**src/rtl/ctrl_store_loader.sv**
```systemverilog
// Control-store writer: packs a byte stream into control words, writes them to
// addresses 0..DEPTH-1 and then verifies an XOR checksum trailer.
module ctrl_store_loader #(
  parameter int unsigned DEPTH  = 512,
  parameter int unsigned ADDR_W = 9,
  parameter int unsigned WORD_W = 19
) (
  input  logic              i_clk,
  input  logic              i_reset,
  input  logic              i_start,
  input  logic [7:0]        i_byte,
  input  logic              i_byte_vld,
  output logic              o_byte_rdy,
  output logic              o_we,
  output logic [ADDR_W-1:0] o_waddr,
  output logic [WORD_W-1:0] o_wdata,
  output logic              o_busy,
  output logic              o_done,
  output logic              o_err
);

  localparam int unsigned HI_W = WORD_W - 16;

  localparam logic [2:0] S_IDLE  = 3'd0;
  localparam logic [2:0] S_LOAD  = 3'd1;
  localparam logic [2:0] S_CHECK = 3'd2;
  localparam logic [2:0] S_DONE  = 3'd3;
  localparam logic [2:0] S_ERR   = 3'd4;

  logic [2:0]        state;
  logic [ADDR_W-1:0] addr;
  logic [1:0]        bidx;
  logic [HI_W-1:0]   hi;
  logic [7:0]        mid;
  logic [WORD_W-1:0] csum;
  logic [WORD_W-1:0] word;
  logic              accept;

  assign o_byte_rdy = (state == S_LOAD) || (state == S_CHECK);
  assign o_busy     = o_byte_rdy;
  assign o_done     = (state == S_DONE);
  assign o_err      = (state == S_ERR);
  assign accept     = i_byte_vld && o_byte_rdy;
  assign word       = {hi, mid, i_byte};

  always_ff @(posedge i_clk) begin
    if (!i_reset) begin
      state   <= S_IDLE;
      addr    <= '0;
      bidx    <= '0;
      hi      <= '0;
      mid     <= '0;
      csum    <= '0;
      o_we    <= 1'b0;
      o_waddr <= '0;
      o_wdata <= '0;
    end else begin
      o_we <= 1'b0;
      // Restart wins over any byte accepted this cycle; that byte is discarded.
      if (i_start) begin
        state <= S_LOAD;
        addr  <= '0;
        bidx  <= '0;
        csum  <= '0;
      end else if (accept) begin
        case (bidx)
          2'd0: begin
            hi <= i_byte[HI_W-1:0];
            if (state == S_LOAD && i_byte[7:HI_W] != '0) state <= S_ERR;
            else                                          bidx  <= 2'd1;
          end
          2'd1: begin
            mid  <= i_byte;
            bidx <= 2'd2;
          end
          default: begin
            bidx <= 2'd0;
            if (state == S_LOAD) begin
              o_we    <= 1'b1;
              o_waddr <= addr;
              o_wdata <= word;
              csum    <= csum ^ word;
              if (addr == ADDR_W'(DEPTH - 1)) state <= S_CHECK;
              else                             addr  <= addr + 1'b1;
            end else begin
              state <= (word == csum) ? S_DONE : S_ERR;
            end
          end
        endcase
      end
    end
  end

endmodule
```
**config.mk**
```make
export PLATFORM = sky130hd
export DESIGN_NAME = ctrl_store_loader
export DESIGN_NICKNAME = d
export VERILOG_FILES = /design/src/rtl/ctrl_store_loader.sv
export SDC_FILE = /design/constraint.sdc
export NUM_CORES = 1
export LEC_CHECK = 0
export BUFFER_PORTS_ARGS = -buffer_cell sky130_fd_sc_hd__buf_2
export CAP_MARGIN = 20
export CORE_AREA = 4 4 92 94
export CTS_CLUSTER_SIZE = 20
export DETAILED_ROUTE_END_ITERATION = 16
export DIE_AREA = 0 0 96 98
export HOLD_SLACK_MARGIN = 0.1
export PLACE_DENSITY_LB_ADDON = 0.25
export SYNTH_ARGS = -nofsm -noshare
export SYNTH_HDL_FRONTEND = slang
export SYNTH_SLANG_ARGS = --single-unit
```
**constraint.sdc**
```tcl
create_clock -name i_clk -period 3.87 [get_ports i_clk]
set_input_delay 0.774 -clock i_clk [delete_from_list [all_inputs] [get_ports i_clk]]
set_output_delay 0.774 -clock i_clk [all_outputs]
set_load 0.01 [all_outputs]
```
==> results of run 1 <==
metal layers:
metal | global-route usage | vias up | share of wire
met5 | 0 | - | 0
met4 | 0.04814 | 0 | 0.014
met3 | 0.05239 | 11 | 0.035
met2 | 0.2523 | 40 | 0.48
met1 | 0.1973 | 1128 | 0.47
li1 | - | 1291 | -
final cells by class:
cell class / count / area (sq um)
Clock inverter: 6 / 90.09
Timing Repair Buffer: 48 / 250.2
Sequential cell: 73 / 1461
Multi-Input combinational cell: 274 / 1577
Inverter: 2 / 7.507
Tap cell: 102 / 127.6
Fill cell: 753 / 4006
Clock buffer: 10 / 127.6
layout by cell type (no fill, tap or decap), types with 7 or more instances in the layout:
cell / instances
o21ai_1: 12
xor2_1: 35
nand2_1: 90
nor2_1: 34
a21oi_1: 7
dfxtp_1: 73
a21boi_1: 28
clkbuf_8: 9
buf_2: 44
nor4_1: 8
xnor2_1: 10
nand3_1: 15
per-stage QoR:
| step | setup slack (ns) | hold slack (ns) | instance area (sq um) | std cells |
|---|---|---|---|---|
| final | 1.797 | 0.4513 | 3641 | 515 |
| after CTS | 1.787 | 0.4538 | 3641 | 515 |
| after floorplan | 1.796 | 0.4474 | 3151 | 370 |
| after detailed placement | 1.401 | 0.4427 | 3423 | 499 |
| after global routing | 1.686 | 0.4686 | 3641 | 515 |
| after global placement | 1.486 | 0.4398 | 3423 | 499 |
power breakdown:
part	switching [mW]	leakage [nW]	internal (mW)	total [mW]
sequential	0.00395	0.588	0.753	0.757
combinational	0.0386	0.736	0.0225	0.0612
clock	0.301	0.107	0.367	0.668
total	0.343	1.43	1.14	1.49
sequential cells by signal (all words and copies together), names as in the netlist:
name,cells
mid,8
hi,3
csum,19
bidx,2
o_waddr,9
o_we,1
o_wdata,19
state,3
addr,9
cell usage after synthesis:
cell | n | share of area
o21a_1 | 1 | 0.0024
o211ai_1 | 1 | 0.0024
o21ai_1 | 12 | 0.019
a21boi_1 | 28 | 0.067
buf_1 | 1 | 0.0012
or4_4 | 1 | 0.0036
nor4_1 | 8 | 0.016
dfxtp_1 | 73 | 0.46
nor2b_2 | 1 | 0.0028
a21oi_1 | 7 | 0.011
and3_1 | 2 | 0.0040
nor4b_1 | 1 | 0.0028
nand4_1 | 3 | 0.0060
o41ai_1 | 1 | 0.0028
mux2i_1 | 2 | 0.0064
buf_4 | 2 | 0.0048
xor2_1 | 35 | 0.097
nor4_2 | 1 | 0.0040
clkbuf_1 | 8 | 0.0095
buf_6 | 1 | 0.0036
xnor2_1 | 10 | 0.028
xor2_2 | 1 | 0.0052
nor2_4 | 1 | 0.0036
nor2b_1 | 2 | 0.0040
nand3_1 | 15 | 0.024
nor3b_1 | 1 | 0.0024
a31oi_1 | 1 | 0.0020
o211a_1 | 1 | 0.0032
nand3b_1 | 2 | 0.0048
ha_1 | 2 | 0.0079
a21oi_2 | 1 | 0.0028
nor3_1 | 2 | 0.0032
inv_1 | 2 | 0.0024
nand2_1 | 90 | 0.11
buf_2 | 9 | 0.014
nand3_2 | 1 | 0.0032
nand2b_1 | 4 | 0.0079
o21ai_0 | 1 | 0.0016
nor2_1 | 34 | 0.041
or4_1 | 1 | 0.0024
worst max-delay path: stages:
cell	delay [ns]
buf_2	0.15
xor2_1	0.18
nor4_1	0.32
nand4_1	0.19
or4_4	0.56
o211a_1	0.15
worst max path at each step:
stage	startpoint	end	cells after the start
global placement	i_byte[1]	state[2]	6
floorplan	i_byte[3]	state[2]	5
detailed placement	i_byte[3]	state[2]	6
global route	addr[0]	state[2]	7
finish	i_byte[3]	state[2]	6
CTS	i_byte[3]	state[2]	6
cell families (layout without fill, tap and decap cells):
group           count (synthesis)  after routing
simple gates                  170            170
compound gates                 54             54
buf+inv                        23             66
xor+xnor                       46             46
mux                             2              2
fa+ha+maj                       2              2
flops                          73             73
==> results.sh, run 1 <==
export IMPL_run_status="completed"
export IMPL_synth_seq_cells=73
export IMPL_dieWidth_um=96
export IMPL_die_area_sq_um=9408
export IMPL_post_route_period_util=0.5357
export IMPL_cts_setup_buffers=0
export IMPL_synth_top_family_by_area="simple AND/OR/NAND/NOR gates"
export IMPL_synth_compound_area_frac=0.1140
export IMPL_clkTransAtPathRegs_ns=0.08
export IMPL_drv_cap=0
export IMPL_viasPerCell=4.796
export IMPL_cts_root_buffer="clkbuf_8"
export IMPL_synthAdderAreaFrac=0.007943
export IMPL_diodes=0
export IMPL_clock_latency_ns=0.35
export IMPL_crit_path_max_fanout=6
export IMPL_yosys_cell_types_count=40
export IMPL_gp_congestion=0.7915
export IMPL_nets=422
export IMPL_setup_tns_ns=0
export IMPL_grt_usage=0.1570
export IMPL_cts_max_path_buffers=2
export IMPL_start_util=0.4120
export IMPL_fin_skew_ns=0.008615
export IMPL_rsz0062_at_grt="false"
export IMPL_area_growth_pct=15.57
export IMPL_timing_rr_start="addr[0]"
export IMPL_rows=32
export IMPL_critPathLaunchType="input pin"
export IMPL_synthMuxAreaShare=0.006354
export IMPL_htree_levels=3
export IMPL_grt_pass1_wl_um=11500
export IMPL_cp_arrival_ns=2.32
export IMPL_fin_crit_ns=2.073
export IMPL_power_density_nw_per_um2=408.0
export IMPL_end_kind="flip-flop"
export IMPL_grt_antenna_before_repair=0
export IMPL_synth_xor_xnor_area_share=0.1303
export IMPL_post_route_drc_count=0
export IMPL_dpl_hpwl_um=4744
export IMPL_ys_warn_count=0
export IMPL_drt_wirelength_per_cell_um=13.21
export IMPL_grt_max_degree=50
export IMPL_drt_total_wl_um=6803
export IMPL_hold_end="o_waddr[6]"
export IMPL_syn_avg_cell_area_sq_um=8.515
export IMPL_drive_gt1_frac=0.1695
export IMPL_core_sq_um=7647
export IMPL_required_ns=4.11
export IMPL_worst_slew_pin_slew_ns=0.6090
export IMPL_hold_path_depth=2
export IMPL_cts_repair_resized=0
export IMPL_syn_inst=370
export IMPL_firstDrtPassIters=4
export IMPL_vdd_drop_max_mv=0.2144
export IMPL_rr_endpoint="state[2]"
export IMPL_grt_pass1_vias=2390
export IMPL_syn_cell_area_sq_um=3151
export IMPL_r2r_slack_ns=1.84
export IMPL_synth_nets=384
export IMPL_io_buffers=44
export IMPL_utilization=0.4761
export IMPL_num_io_pins=45
export IMPL_hold_viol=0
export IMPL_die_h_um=98
export IMPL_fmax_mhz=482.4
export IMPL_hold_buffers=0
export IMPL_worstHoldStart="o_waddr[6]"
export IMPL_setup_violations=0
export IMPL_maxSlewViolCount=0
export IMPL_grt_ovfl_total=0
export IMPL_cts_tree="built"
export IMPL_synthSimpleGateAreaFrac=0.2419
export IMPL_slew_headroom=0.5931
export IMPL_min_path_type="reg2reg"
export IMPL_total_power_mw=1.486
export IMPL_vias=2470
export IMPL_cts_inserted_buffers=9
export IMPL_r2r_cells=7
export IMPL_synth_seq_area_share=0.4639
export IMPL_crit_type="in2reg"
export IMPL_p_leak_nw=1.432
export IMPL_drt_iter0_drc=147
export IMPL_clock_sinks=73
export IMPL_postRouteAntennaNets=0
No activity file was read; power rests on OpenSTA's default activity.
==> run 2, diff against run 1 <==
- clock period: 3.87 -> 1.9 ns (I/O delays scaled with it)
==> results.sh, run 2 (synthesized netlist as in run 1, its figures left out) <==
export IMPL_largest_registers="csum: 19 flops, o_wdata: 19 flops"
export IMPL_utilization=0.5061
export IMPL_cp_arrival_ns=2.03
export IMPL_cts_root_buffer="clkbuf_8"
export IMPL_critPathLaunchType="flip-flop"
export IMPL_maxSlewViolCount=0
export IMPL_post_route_period_util=0.9441
export IMPL_setup_tns_ns=0
export IMPL_run_status="completed"
export IMPL_final_cell_mix="nand2_1 (90), dfxtp_1 (73), buf_2 (44), xor2_1 (35), nor2_1 (34)"
export IMPL_cts_setup_buffers=0
export IMPL_viasPerCell=4.936
export IMPL_num_io_pins=45
export IMPL_worst_slew_pin_slew_ns=0.4395
export IMPL_end_kind="flip-flop"
export IMPL_area_growth_pct=22.84
export IMPL_diodes=0
export IMPL_htree_levels=3
export IMPL_clock_sinks=73
export IMPL_layout_cells_most_common="nand2_1"
export IMPL_worstHoldStart="i_byte[5]"
export IMPL_fmax_mhz=557.5
export IMPL_cts_inserted_buffers=9
export IMPL_rsz0062_at_grt="false"
export IMPL_crit_path_max_fanout=4
export IMPL_io_buffers=44
export IMPL_grt_usage=0.1633
export IMPL_fin_crit_ns=1.794
export IMPL_grt_pass1_wl_um=12050
export IMPL_core_sq_um=7647
export IMPL_vias=2641
export IMPL_clkTransAtPathRegs_ns=0.08
export IMPL_die_area_sq_um=9408
export IMPL_crit_type="reg2reg"
export IMPL_dieWidth_um=96
export IMPL_grt_pass1_vias=2472
export IMPL_cts_max_path_buffers=2
export IMPL_grt_max_degree=23
export IMPL_rows=32
export IMPL_post_route_drc_count=0
export IMPL_firstDrtPassIters=4
export IMPL_drt_iter0_drc=185
export IMPL_die_h_um=98
export IMPL_start_util=0.4120
export IMPL_nets=442
export IMPL_postRouteAntennaNets=0
export IMPL_min_path_type="in2reg"
export IMPL_fin_skew_ns=0.01046
export IMPL_slew_headroom=0.7031
export IMPL_dpl_hpwl_um=5257
export IMPL_vdd_drop_max_mv=0.4342
export IMPL_grt_ovfl_total=0
export IMPL_grt_antenna_before_repair=0
export IMPL_startpoint="mid[1]"
export IMPL_hold_viol=0
export IMPL_required_ns=2.13
export IMPL_cts_tree="built"
export IMPL_gp_congestion=0.8204
export IMPL_drt_total_wl_um=7256
export IMPL_timing_rr_start="mid[1]"
export IMPL_setup_violations=0
export IMPL_power_density_nw_per_um2=859.1
export IMPL_drive_gt1_frac=0.2148
export IMPL_p_leak_nw=1.561
export IMPL_clock_latency_ns=0.34
export IMPL_drv_cap=0
export IMPL_drt_wirelength_per_cell_um=13.56
## run 2: path summary, 6_finish.rpt
check	to	cells past startpoint	slack, ns
max	state[2]	5	0.11
max reg2reg	state[2]	5	0.11
min	mid[5]	3	0.32
min reg2reg	o_wdata[0]	2	0.45
## run 2: timing repair
| item | CTS | global route |
|---|---|---|
| resized for setup | 0 | 2 |
| endpoints found under the hold margin | 0 | 0 |
| endpoints found under the setup margin | 0 | 3 |
| hold buffers | 0 | 0 |
## run 2: cell type report
cell class / instances / area, sq um
sequential: 73 / 1461
clock inverter: 6 / 137.6
multi-input combinational: 274 / 1585
clock buffer: 10 / 137.6
tap: 102 / 127.6
fill: 735 / 3777
inverter: 2 / 7.507
timing repair buffer: 68 / 412.9
## run 2: report_power, final
group / switching [mW] / internal (mW)
sequential: 0.00777 / 1.53
clock: 0.595 / 1.05
combinational: 0.0827 / 0.0567
## run 2: critical path, cell delays in order (launching register included)
cell and delay [ns]:
dfxtp_1 0.35, xor2_1 0.17, nor4_1 0.29, nand4_1 0.19, or4_4 0.56, o211a_1 0.14
## run 2: metal layers
layer | part of all wire | wire, um | global-route usage
met1 | 0.45 | 3256 | 0.2101
met2 | 0.49 | 3556 | 0.2666
met3 | 0.047 | 341 | 0.03621
met4 | 0.014 | 101 | 0.05580
met5 | 0 | 0 | 0
## run 2: per-stage QoR
stage | cells | area (sq um) | power, mW | worst slack [ns] | hold WS, ns
global placement | 519 | 3586 | 1.716 | -0.04440 | 0.4378
detailed placement | 519 | 3586 | 1.718 | -0.08051 | 0.4437
floorplan | 370 | 3151 | 1.656 | 0.1857 | 0.4474
global route | 535 | 3870 | 3.447 | 0.01193 | 0.3177
CTS | 535 | 3861 | 3.356 | 0.07566 | 0.2991
finish | 535 | 3870 | 3.325 | 0.1063 | 0.3171
